**src/rtl/usequencer_pkg.sv**
```systemverilog
// usequencer_pkg: shared definitions for the microprogram sequencer.
//   - COND field codes used by the next-address mux.
//   - Microword field positions, computed from the width parameters.
//     Layout MSB..LSB: A, AMUX, B, BMUX, C, CMUX, RD, WR, ALU, COND, JADDR.
//   - Sequencer state encoding and NOP field values.
package usequencer_pkg;

  localparam int unsigned COND_NEXT   = 0;
  localparam int unsigned COND_N      = 1;
  localparam int unsigned COND_Z      = 2;
  localparam int unsigned COND_V      = 3;
  localparam int unsigned COND_C      = 4;
  localparam int unsigned COND_IR13   = 5;
  localparam int unsigned COND_JUMP   = 6;
  localparam int unsigned COND_DECODE = 7;

  typedef enum logic [1:0] {
    ST_HALT  = 2'd0,
    ST_RUN   = 2'd1,
    ST_ERROR = 2'd2
  } seqState_t;

  // NOP: every field zero; C = 0 selects %r0, so nothing is written back.
  localparam int unsigned NOP_FIELD = 0;
  localparam logic        NOP_BIT   = 1'b0;

  function automatic int unsigned condLsb(input int unsigned uaddrW);
    return uaddrW;
  endfunction

  function automatic int unsigned aluLsb(input int unsigned uaddrW, input int unsigned condW);
    return uaddrW + condW;
  endfunction

  function automatic int unsigned wrPos(input int unsigned uaddrW, input int unsigned condW,
                                        input int unsigned aluW);
    return uaddrW + condW + aluW;
  endfunction

  function automatic int unsigned rdPos(input int unsigned uaddrW, input int unsigned condW,
                                        input int unsigned aluW);
    return wrPos(uaddrW, condW, aluW) + 1;
  endfunction

  function automatic int unsigned cmuxPos(input int unsigned uaddrW, input int unsigned condW,
                                          input int unsigned aluW);
    return wrPos(uaddrW, condW, aluW) + 2;
  endfunction

  function automatic int unsigned cLsb(input int unsigned uaddrW, input int unsigned condW,
                                       input int unsigned aluW);
    return wrPos(uaddrW, condW, aluW) + 3;
  endfunction

  function automatic int unsigned bmuxPos(input int unsigned uaddrW, input int unsigned condW,
                                          input int unsigned aluW, input int unsigned muxW);
    return cLsb(uaddrW, condW, aluW) + muxW;
  endfunction

  function automatic int unsigned bLsb(input int unsigned uaddrW, input int unsigned condW,
                                       input int unsigned aluW, input int unsigned muxW);
    return bmuxPos(uaddrW, condW, aluW, muxW) + 1;
  endfunction

  function automatic int unsigned amuxPos(input int unsigned uaddrW, input int unsigned condW,
                                          input int unsigned aluW, input int unsigned muxW);
    return bLsb(uaddrW, condW, aluW, muxW) + muxW;
  endfunction

  function automatic int unsigned aLsb(input int unsigned uaddrW, input int unsigned condW,
                                       input int unsigned aluW, input int unsigned muxW);
    return amuxPos(uaddrW, condW, aluW, muxW) + 1;
  endfunction

  function automatic int unsigned microWordWidth(input int unsigned uaddrW, input int unsigned condW,
                                                 input int unsigned aluW, input int unsigned muxW);
    return aLsb(uaddrW, condW, aluW, muxW) + muxW;
  endfunction

endpackage

```
**src/rtl/usequencer_nextaddr.sv**
```systemverilog
// usequencer_nextaddr: combinational next micro-address selection.
//   cond      COND field of the current microword
//   flags     PSR flags {N,Z,V,C}
//   ir13      IR bit 13
//   irOp      IR op, irOp3 IR op3 (used by the decode dispatch)
//   jAddr     JADDR field of the current microword
//   uPc       current micro-address
//   nextAddr  selected successor address
module usequencer_nextaddr
  import usequencer_pkg::*;
#(
  parameter int unsigned DATAWIDTH_UADDR = 11,
  parameter int unsigned DATAWIDTH_COND  = 3
) (
  input  logic [DATAWIDTH_COND-1:0]  cond,
  input  logic [3:0]                 flags,
  input  logic                       ir13,
  input  logic [1:0]                 irOp,
  input  logic [5:0]                 irOp3,
  input  logic [DATAWIDTH_UADDR-1:0] jAddr,
  input  logic [DATAWIDTH_UADDR-1:0] uPc,
  output logic [DATAWIDTH_UADDR-1:0] nextAddr
);

  logic [DATAWIDTH_UADDR-1:0] seqAddr;
  logic [DATAWIDTH_UADDR-1:0] decodeAddr;

  // Increment wraps naturally modulo 2^DATAWIDTH_UADDR.
  assign seqAddr    = uPc + DATAWIDTH_UADDR'(1);
  assign decodeAddr = DATAWIDTH_UADDR'({1'b1, irOp, irOp3, 2'b00});

  always_comb begin
    nextAddr = seqAddr;
    case (cond)
      DATAWIDTH_COND'(COND_NEXT):   nextAddr = seqAddr;
      DATAWIDTH_COND'(COND_N):      nextAddr = flags[3] ? jAddr : seqAddr;
      DATAWIDTH_COND'(COND_Z):      nextAddr = flags[2] ? jAddr : seqAddr;
      DATAWIDTH_COND'(COND_V):      nextAddr = flags[1] ? jAddr : seqAddr;
      DATAWIDTH_COND'(COND_C):      nextAddr = flags[0] ? jAddr : seqAddr;
      DATAWIDTH_COND'(COND_IR13):   nextAddr = ir13 ? jAddr : seqAddr;
      DATAWIDTH_COND'(COND_JUMP):   nextAddr = jAddr;
      DATAWIDTH_COND'(COND_DECODE): nextAddr = decodeAddr;
      default:                      nextAddr = seqAddr;
    endcase
  end

endmodule

```
**src/rtl/usequencer.sv**
```systemverilog
// usequencer: parametrised microprogram sequencer driving the uDataPath.
//   Clock/reset : usequencer_CLOCK_50, usequencer_Reset_InHigh (sync, active high)
//   Control store: MicroWord_In (combinational read of MicroAddr_Out)
//   Branching   : FLAGs_In {N,Z,V,C}, IR13_In, IROP_In, IROP3_In
//   Memory      : MemAck_InHigh completes a pending RD/WR
//   Stepping    : RunMode_In (1 free-run, 0 single-step), Step_InHigh
//   Datapath    : A/B/C selects, AMUX/BMUX/CMUX, RD, WR, ALU
//   Status      : Stall_OutHigh, Halted_OutHigh, Error_OutHigh (sticky timeout)
module usequencer
  import usequencer_pkg::*;
#(
  parameter int unsigned DATAWIDTH_UADDR         = 11,
  parameter int unsigned DATAWIDTH_MUX_SELECTION = 6,
  parameter int unsigned DATAWIDTH_ALU_SELECTION = 4,
  parameter int unsigned DATAWIDTH_COND          = 3,
  parameter int unsigned UADDR_RESET             = 0,
  parameter int unsigned TIMEOUT_CYCLES          = 255
) (
  input  logic                                usequencer_CLOCK_50,
  input  logic                                usequencer_Reset_InHigh,
  input  logic [microWordWidth(DATAWIDTH_UADDR, DATAWIDTH_COND, DATAWIDTH_ALU_SELECTION,
                               DATAWIDTH_MUX_SELECTION)-1:0] usequencer_MicroWord_In,
  output logic [DATAWIDTH_UADDR-1:0]          usequencer_MicroAddr_Out,
  input  logic [3:0]                          usequencer_FLAGs_In,
  input  logic                                usequencer_IR13_In,
  input  logic [1:0]                          usequencer_IROP_In,
  input  logic [5:0]                          usequencer_IROP3_In,
  input  logic                                usequencer_MemAck_InHigh,
  input  logic                                usequencer_RunMode_In,
  input  logic                                usequencer_Step_InHigh,
  output logic [DATAWIDTH_MUX_SELECTION-1:0]  usequencer_A_Out,
  output logic [DATAWIDTH_MUX_SELECTION-1:0]  usequencer_B_Out,
  output logic [DATAWIDTH_MUX_SELECTION-1:0]  usequencer_C_Out,
  output logic                                usequencer_AMUX_Out,
  output logic                                usequencer_BMUX_Out,
  output logic                                usequencer_CMUX_Out,
  output logic                                usequencer_RD_Out,
  output logic                                usequencer_WR_Out,
  output logic [DATAWIDTH_ALU_SELECTION-1:0]  usequencer_ALU_Out,
  output logic                                usequencer_Stall_OutHigh,
  output logic                                usequencer_Halted_OutHigh,
  output logic                                usequencer_Error_OutHigh
);

  localparam int unsigned UW   = DATAWIDTH_UADDR;
  localparam int unsigned CW   = DATAWIDTH_COND;
  localparam int unsigned AW   = DATAWIDTH_ALU_SELECTION;
  localparam int unsigned MX   = DATAWIDTH_MUX_SELECTION;
  localparam int unsigned CNTW = $clog2(TIMEOUT_CYCLES + 1);

  seqState_t       state, stateNext;
  logic [UW-1:0]   uPc, uPcNext, nextAddr;
  logic [CNTW-1:0] stallCount, stallCountNext, stallCountInc;

  logic [UW-1:0] fJAddr;
  logic [CW-1:0] fCond;
  logic [AW-1:0] fAlu;
  logic [MX-1:0] fA, fB, fC;
  logic          fAMux, fBMux, fCMux, fRd, fWr;
  logic          memBusy;

  assign fJAddr = usequencer_MicroWord_In[0 +: UW];
  assign fCond  = usequencer_MicroWord_In[condLsb(UW) +: CW];
  assign fAlu   = usequencer_MicroWord_In[aluLsb(UW, CW) +: AW];
  assign fWr    = usequencer_MicroWord_In[wrPos(UW, CW, AW)];
  assign fRd    = usequencer_MicroWord_In[rdPos(UW, CW, AW)];
  assign fCMux  = usequencer_MicroWord_In[cmuxPos(UW, CW, AW)];
  assign fC     = usequencer_MicroWord_In[cLsb(UW, CW, AW) +: MX];
  assign fBMux  = usequencer_MicroWord_In[bmuxPos(UW, CW, AW, MX)];
  assign fB     = usequencer_MicroWord_In[bLsb(UW, CW, AW, MX) +: MX];
  assign fAMux  = usequencer_MicroWord_In[amuxPos(UW, CW, AW, MX)];
  assign fA     = usequencer_MicroWord_In[aLsb(UW, CW, AW, MX) +: MX];

  assign memBusy       = (fRd | fWr) & ~usequencer_MemAck_InHigh;
  assign stallCountInc = stallCount + CNTW'(1);

  usequencer_nextaddr #(
    .DATAWIDTH_UADDR(UW),
    .DATAWIDTH_COND (CW)
  ) nextAddrMux (
    .cond    (fCond),
    .flags   (usequencer_FLAGs_In),
    .ir13    (usequencer_IR13_In),
    .irOp    (usequencer_IROP_In),
    .irOp3   (usequencer_IROP3_In),
    .jAddr   (fJAddr),
    .uPc     (uPc),
    .nextAddr(nextAddr)
  );

  always_ff @(posedge usequencer_CLOCK_50) begin
    if (usequencer_Reset_InHigh) begin
      state      <= ST_HALT;
      uPc        <= UW'(UADDR_RESET);
      stallCount <= '0;
    end else begin
      state      <= stateNext;
      uPc        <= uPcNext;
      stallCount <= stallCountNext;
    end
  end

  always_comb begin
    stateNext      = state;
    uPcNext        = uPc;
    stallCountNext = stallCount;
    case (state)
      ST_HALT: begin
        stallCountNext = '0;
        if (usequencer_RunMode_In || usequencer_Step_InHigh) stateNext = ST_RUN;
      end
      ST_RUN: begin
        if (memBusy) begin
          // An ack on the final allowed cycle clears memBusy, so it completes instead.
          stallCountNext = stallCountInc;
          if (stallCountInc == CNTW'(TIMEOUT_CYCLES)) stateNext = ST_ERROR;
        end else begin
          uPcNext        = nextAddr;
          stallCountNext = '0;
          if (!usequencer_RunMode_In) stateNext = ST_HALT;
        end
      end
      ST_ERROR: stateNext = ST_ERROR;
      default:  stateNext = ST_HALT;
    endcase
  end

  always_comb begin
    usequencer_A_Out          = MX'(NOP_FIELD);
    usequencer_B_Out          = MX'(NOP_FIELD);
    usequencer_C_Out          = MX'(NOP_FIELD);
    usequencer_AMUX_Out       = NOP_BIT;
    usequencer_BMUX_Out       = NOP_BIT;
    usequencer_CMUX_Out       = NOP_BIT;
    usequencer_RD_Out         = NOP_BIT;
    usequencer_WR_Out         = NOP_BIT;
    usequencer_ALU_Out        = AW'(NOP_FIELD);
    usequencer_Stall_OutHigh  = 1'b0;
    usequencer_Halted_OutHigh = (state == ST_HALT);
    usequencer_Error_OutHigh  = (state == ST_ERROR);
    if (state == ST_RUN) begin
      usequencer_A_Out    = fA;
      usequencer_B_Out    = fB;
      usequencer_AMUX_Out = fAMux;
      usequencer_BMUX_Out = fBMux;
      usequencer_RD_Out   = fRd;
      usequencer_WR_Out   = fWr;
      usequencer_ALU_Out  = fAlu;
      // Register write-back is suppressed until the memory access completes.
      if (memBusy) begin
        usequencer_Stall_OutHigh = 1'b1;
      end else begin
        usequencer_C_Out    = fC;
        usequencer_CMUX_Out = fCMux;
      end
    end
  end

  assign usequencer_MicroAddr_Out = uPc;

endmodule

```
**config.mk**
```make
export PLATFORM = sky130hd
export DESIGN_NAME = usequencer
export DESIGN_NICKNAME = d
export VERILOG_FILES = /design/src/rtl/usequencer_pkg.sv /design/src/rtl/usequencer_nextaddr.sv /design/src/rtl/usequencer.sv
export SDC_FILE = /design/constraint.sdc
export NUM_CORES = 1
export LEC_CHECK = 0
export ABC_AREA = 0
export ABC_CLOCK_PERIOD_IN_PS = 3100
export BUFFER_PORTS_ARGS = -buffer_cell sky130_fd_sc_hd__buf_4
export CELL_PAD_IN_SITES_DETAIL_PLACEMENT = 2
export CELL_PAD_IN_SITES_GLOBAL_PLACEMENT = 2
export CORE_MARGIN = 2
export CORE_UTILIZATION = 24
export DETAILED_ROUTE_END_ITERATION = 10
export HOLD_SLACK_MARGIN = 0.1
export MAX_ROUTING_LAYER = met4
export PLACE_DENSITY_LB_ADDON = 0.25
export SETUP_SLACK_MARGIN = 0.5
export SLEW_MARGIN = 20
export SYNTH_ARGS = -nofsm -noshare
export SYNTH_HDL_FRONTEND = slang
export SYNTH_HIERARCHICAL = 1
export SYNTH_SLANG_ARGS = --single-unit
```
**constraint.sdc**
```tcl
create_clock -name usequencer_CLOCK_50 -period 3.1 [get_ports usequencer_CLOCK_50]
set_clock_uncertainty 0.15 [all_clocks]
set_input_delay 0.31 -clock usequencer_CLOCK_50 [delete_from_list [all_inputs] [get_ports usequencer_CLOCK_50]]
set_output_delay 0.31 -clock usequencer_CLOCK_50 [all_outputs]
set_load 0.1 [all_outputs]
```
==> results.json <==
{
  "number_of_design_rule_violations_left_by_the_first_detailed_router_iteration": 44,
  "die_w_microns": 88.67,
  "maxCapViolCount": 0,
  "ctsLongestPathBuffers": 2,
  "setup-violations-final": 0,
  "global_route.peak_usage_layer": "met2",
  "cp_top_family": "buffers and inverters",
  "hpwl_microns": 4885,
  "max_stage_delay_ps": 540,
  "timing.max_slew.rel_slack_pct": 57.18,
  "final_nets": 382,
  "worstHoldEndpoint": "stallCount[0]$_SDFFE_PP0P_",
  "num_antenna_cells": 0,
  "wire_length_of_the_first_global_routing_pass_microns": 10180,
  "drive_above_1_share_pct": 36.05,
  "floorplan.io_pins": 100,
  "grt_antenna_before_repair": 0,
  "hold_class": "input pin to flop",
  "grt.met1_usage_pct": 18.95,
  "htree_levels": 1,
  "instances_no_fill": 415,
  "critPathCaptureType": "output port",
  "layout-area-overhead-vs-synth_pct": 49.02,
  "global_router_s_overall_resource_usage_pct": 16.91,
  "reg2reg_from": "state[1]$_SDFFE_PP0P_",
  "max_clock_freq_ghz": 0.4443,
  "clock_insertion_delay_worst_skew_ps": 270,
  "timing.critical_path.mode_cell": "sky130_fd_sc_hd__buf_4",
  "r2r-end": "state[0]$_SDFFE_PP0P_",
  "synth.yosys.seq_area_share_pct": 24.44,
  "grt_use_met3_pct": 2.332,
  "initial_cell_density_of_the_core_pct": 25.05,
  "drt.antenna.violating_nets": 0,
  "syn-instance-count": 230,
  "routed_via_density": 4.851,
  "globalRouteOverflowTotal": 0,
  "arrival_ps": 1790,
  "power.density_cell_area_nw_per_um2": 612.5,
  "final.setup.tns_ps": 0,
  "post_synth_instance_area_sq_um": 1720,
  "io_buffers": 99,
  "vert_die_dim_microns": 88.67,
  "leakage_nw": 1.181,
  "synth.ff_latch_count": 21,
  "max_slew.worst_pin.slew_ps": 641.0,
  "postCtsHoldBufs": 0,
  "place_congestion": 0.7281,
  "design.core.area_sq_um": 6869,
  "totalWireLength_microns": 6371,
  "cts_root_buffer": "sky130_fd_sc_hd__clkbuf_8",
  "yosys_warnings": 6,
  "via_count": 2013,
  "synth.net_count": 292,
  "drt-pass1-iter-count": 4,
  "timing.critical_path.from_type": "input pin",
  "globalRouteMet2Util_pct": 32.16,
  "finalHoldViolations": 0,
  "cts_setup_buffers": 0,
  "unrepaired_setup_endpoints_after_global_routing": "false",
  "critPathBufInv": 3,
  "critPathRequiredTime_ps": 2640,
  "worst-setup-path-type": "input pin to output port",
  "grt_start_max_net_pins": 30,
  "avgSynthCellArea_sq_um": 7.480,
  "grt_pass1_vias": 2062,
  "timing.final.max_slew_violations": 0,
  "placementRows": 30,
  "synth_edf_count": 0,
  "cts.sinks": 21,
  "worst-r2r-setup-slack_ps": 1080,
  "critPathSlowestCell": "sky130_fd_sc_hd__or3b_1",
  "minimum_clock_period_after_layout_ps": 2251,
  "tritoncts": "yes",
  "wl_per_cell_microns": 15.35,
  "critical_path_peak_fanout": 11,
  "floorplan.die_area_sq_um": 7861,
  "worst_r2r_path_depth": 5,
  "outcome": "finished, final reports clean",
  "final.period_utilization_pct": 72.60,
  "crit_chain": "buf_4, o21bai_1, or3b_1, inv_2, buf_4",
  "worstHoldPathCells": 2,
  "vdd.ir_drop.worst_mv": 0.3743,
  "cts-buffers-inserted": 3,
  "filler_cell_count": 844,
  "holdCritStartpoint": "usequencer_Reset_InHigh",
  "synth_cell_type_count": 52,
  "ys.flop_type": "sky130_fd_sc_hd__dfxtp_1",
  "async_sr_flop_fraction_pct": 0,
  "post_cts_resize_count": 0,
  "placedCellCount": 411,
  "dr_drc_count": 0,
  "cts.clk_slew.worst_paths_ps": 90
}
==> worst register-to-register path: cells and delay by family (launching register included) <==
family	cells	cell delay, ps
simple gates	2	600
compound gates	1	190
flops	1	460
mux	1	310
buf+inv	1	210
==> how the worst max path moves through the flow <==
stage | from | slack (ps) | end | cells past startpoint
after global routing | usequencer_MemAck_InHigh | 700 | usequencer_Stall_OutHigh | 5
after CTS | state[1]$_SDFFE_PP0P_ | 830 | usequencer_Stall_OutHigh | 3
after detailed placement | usequencer_MemAck_InHigh | 770 | state[0]$_SDFFE_PP0P_ | 7
final | usequencer_MemAck_InHigh | 850 | usequencer_Stall_OutHigh | 5
after floorplan | usequencer_MicroAddr_Out[3]$_SDFFE_PP0P_ | 610 | usequencer_MicroAddr_Out[8]$_SDFFE_PP0P_ | 7
after global placement | usequencer_MemAck_InHigh | 810 | state[0]$_SDFFE_PP0P_ | 7
==> logic make-up after synthesis <==
family	synth area share, %
AND/OR/NAND/NOR	35.78
adder cells (fa/ha/maj)	2.182
AO/OA/AOI/OAI	23.06
XOR/XNOR	7.055
flip-flops	24.44
multiplexers	2.836
buffers and inverters	4.654
==> metal layers <==
layer / routed length, microns / part of all wire [%] / vias to the layer above
met4: 0 / 0 / 0
met5: 0 / 0 / -
met1: 2660 / 42 / 988
met3: 204 / 3.2 / 0
li1: - / - / 988
met2: 3506 / 55 / 37
==> stage by stage <==
step                      hold WS, ps  util [%]  worst slack, ps  instance area [sq um]  power (W)
after floorplan                 334.2         -            609.9                   1720   0.001147
after global placement          330.0     36.67            809.2                   2519   0.001382
after detailed placement        345.4     36.67            766.8                   2519   0.001396
after CTS                       245.1     37.32            833.8                   2564   0.001592
after global routing            256.9     37.32            695.8                   2564   0.001645
final                           239.9     37.32            849.3                   2564   0.001570
==> placed cells by master (no fill, tap or decap), types with 2 or more instances in the layout <==
master and n:
sky130_fd_sc_hd__buf_4 100, sky130_fd_sc_hd__nand2_1 28, sky130_fd_sc_hd__nor2_1 24, sky130_fd_sc_hd__and2_1 21, sky130_fd_sc_hd__dfxtp_1 21, sky130_fd_sc_hd__a21oi_1 20, sky130_fd_sc_hd__and3_1 11, sky130_fd_sc_hd__xor2_1 10
sky130_fd_sc_hd__o21ai_0 7, sky130_fd_sc_hd__nand3_1 7, sky130_fd_sc_hd__a221o_1 6, sky130_fd_sc_hd__a22oi_1 5, sky130_fd_sc_hd__nor2b_1 4, sky130_fd_sc_hd__nand4_1 4, sky130_fd_sc_hd__o21bai_1 3, sky130_fd_sc_hd__ha_1 3
sky130_fd_sc_hd__clkbuf_8 3, sky130_fd_sc_hd__nand2b_1 3, sky130_fd_sc_hd__nor3_1 2, sky130_fd_sc_hd__and4_1 2, sky130_fd_sc_hd__nand3b_1 2, sky130_fd_sc_hd__a21o_1 2, sky130_fd_sc_hd__mux2_1 2, sky130_fd_sc_hd__a2bb2oi_1 2
sky130_fd_sc_hd__xnor2_1 2
==> power breakdown <==
part | switching [W] | internal (W) | leakage (nW)
Clock | 0.0000996 | 0.0000919 | 0.0228
Combinational | 0.000799 | 0.000256 | 0.988
Sequential | 0.0000336 | 0.000290 | 0.170
==> synth_stat cells (5+ instances only) <==
| cell | instances | area share (%) |
|---|---|---|
| sky130_fd_sc_hd__a221o_1 | 6 | 3.5 |
| sky130_fd_sc_hd__nand2_1 | 28 | 6.1 |
| sky130_fd_sc_hd__nand3_1 | 7 | 2.0 |
| sky130_fd_sc_hd__and2_1 | 21 | 7.6 |
| sky130_fd_sc_hd__a21oi_1 | 20 | 5.8 |
| sky130_fd_sc_hd__and3_1 | 11 | 4.0 |
| sky130_fd_sc_hd__a22oi_1 | 5 | 2.2 |
| sky130_fd_sc_hd__o21ai_0 | 7 | 2.0 |
| sky130_fd_sc_hd__nor2_1 | 24 | 5.2 |
| sky130_fd_sc_hd__clkbuf_1 | 8 | 1.7 |
| sky130_fd_sc_hd__dfxtp_1 | 21 | 24 |
| sky130_fd_sc_hd__xor2_1 | 10 | 5.1 |
==> final cells by class <==
| class | instances | area, sq um | share of cell area (%) |
|---|---|---|---|
| Multi-Input combinational cell | 192 | 1220 | 47.58 |
| Timing Repair Buffer | 100 | 750.7 | 29.28 |
| Tap cell | 96 | 120.1 | 4.685 |
| Inverter | 2 | 7.507 | 0.2928 |
| Clock buffer | 4 | 45.04 | 1.757 |
| Sequential cell | 21 | 420.4 | 16.40 |
==> sequential cells by signal, summed over array words and instances, names as in the netlist <==
register / count
state: 2
stallCount: 8
usequencer_MicroAddr_Out: 11
Note: power is estimated with default switching activity, not from simulation.
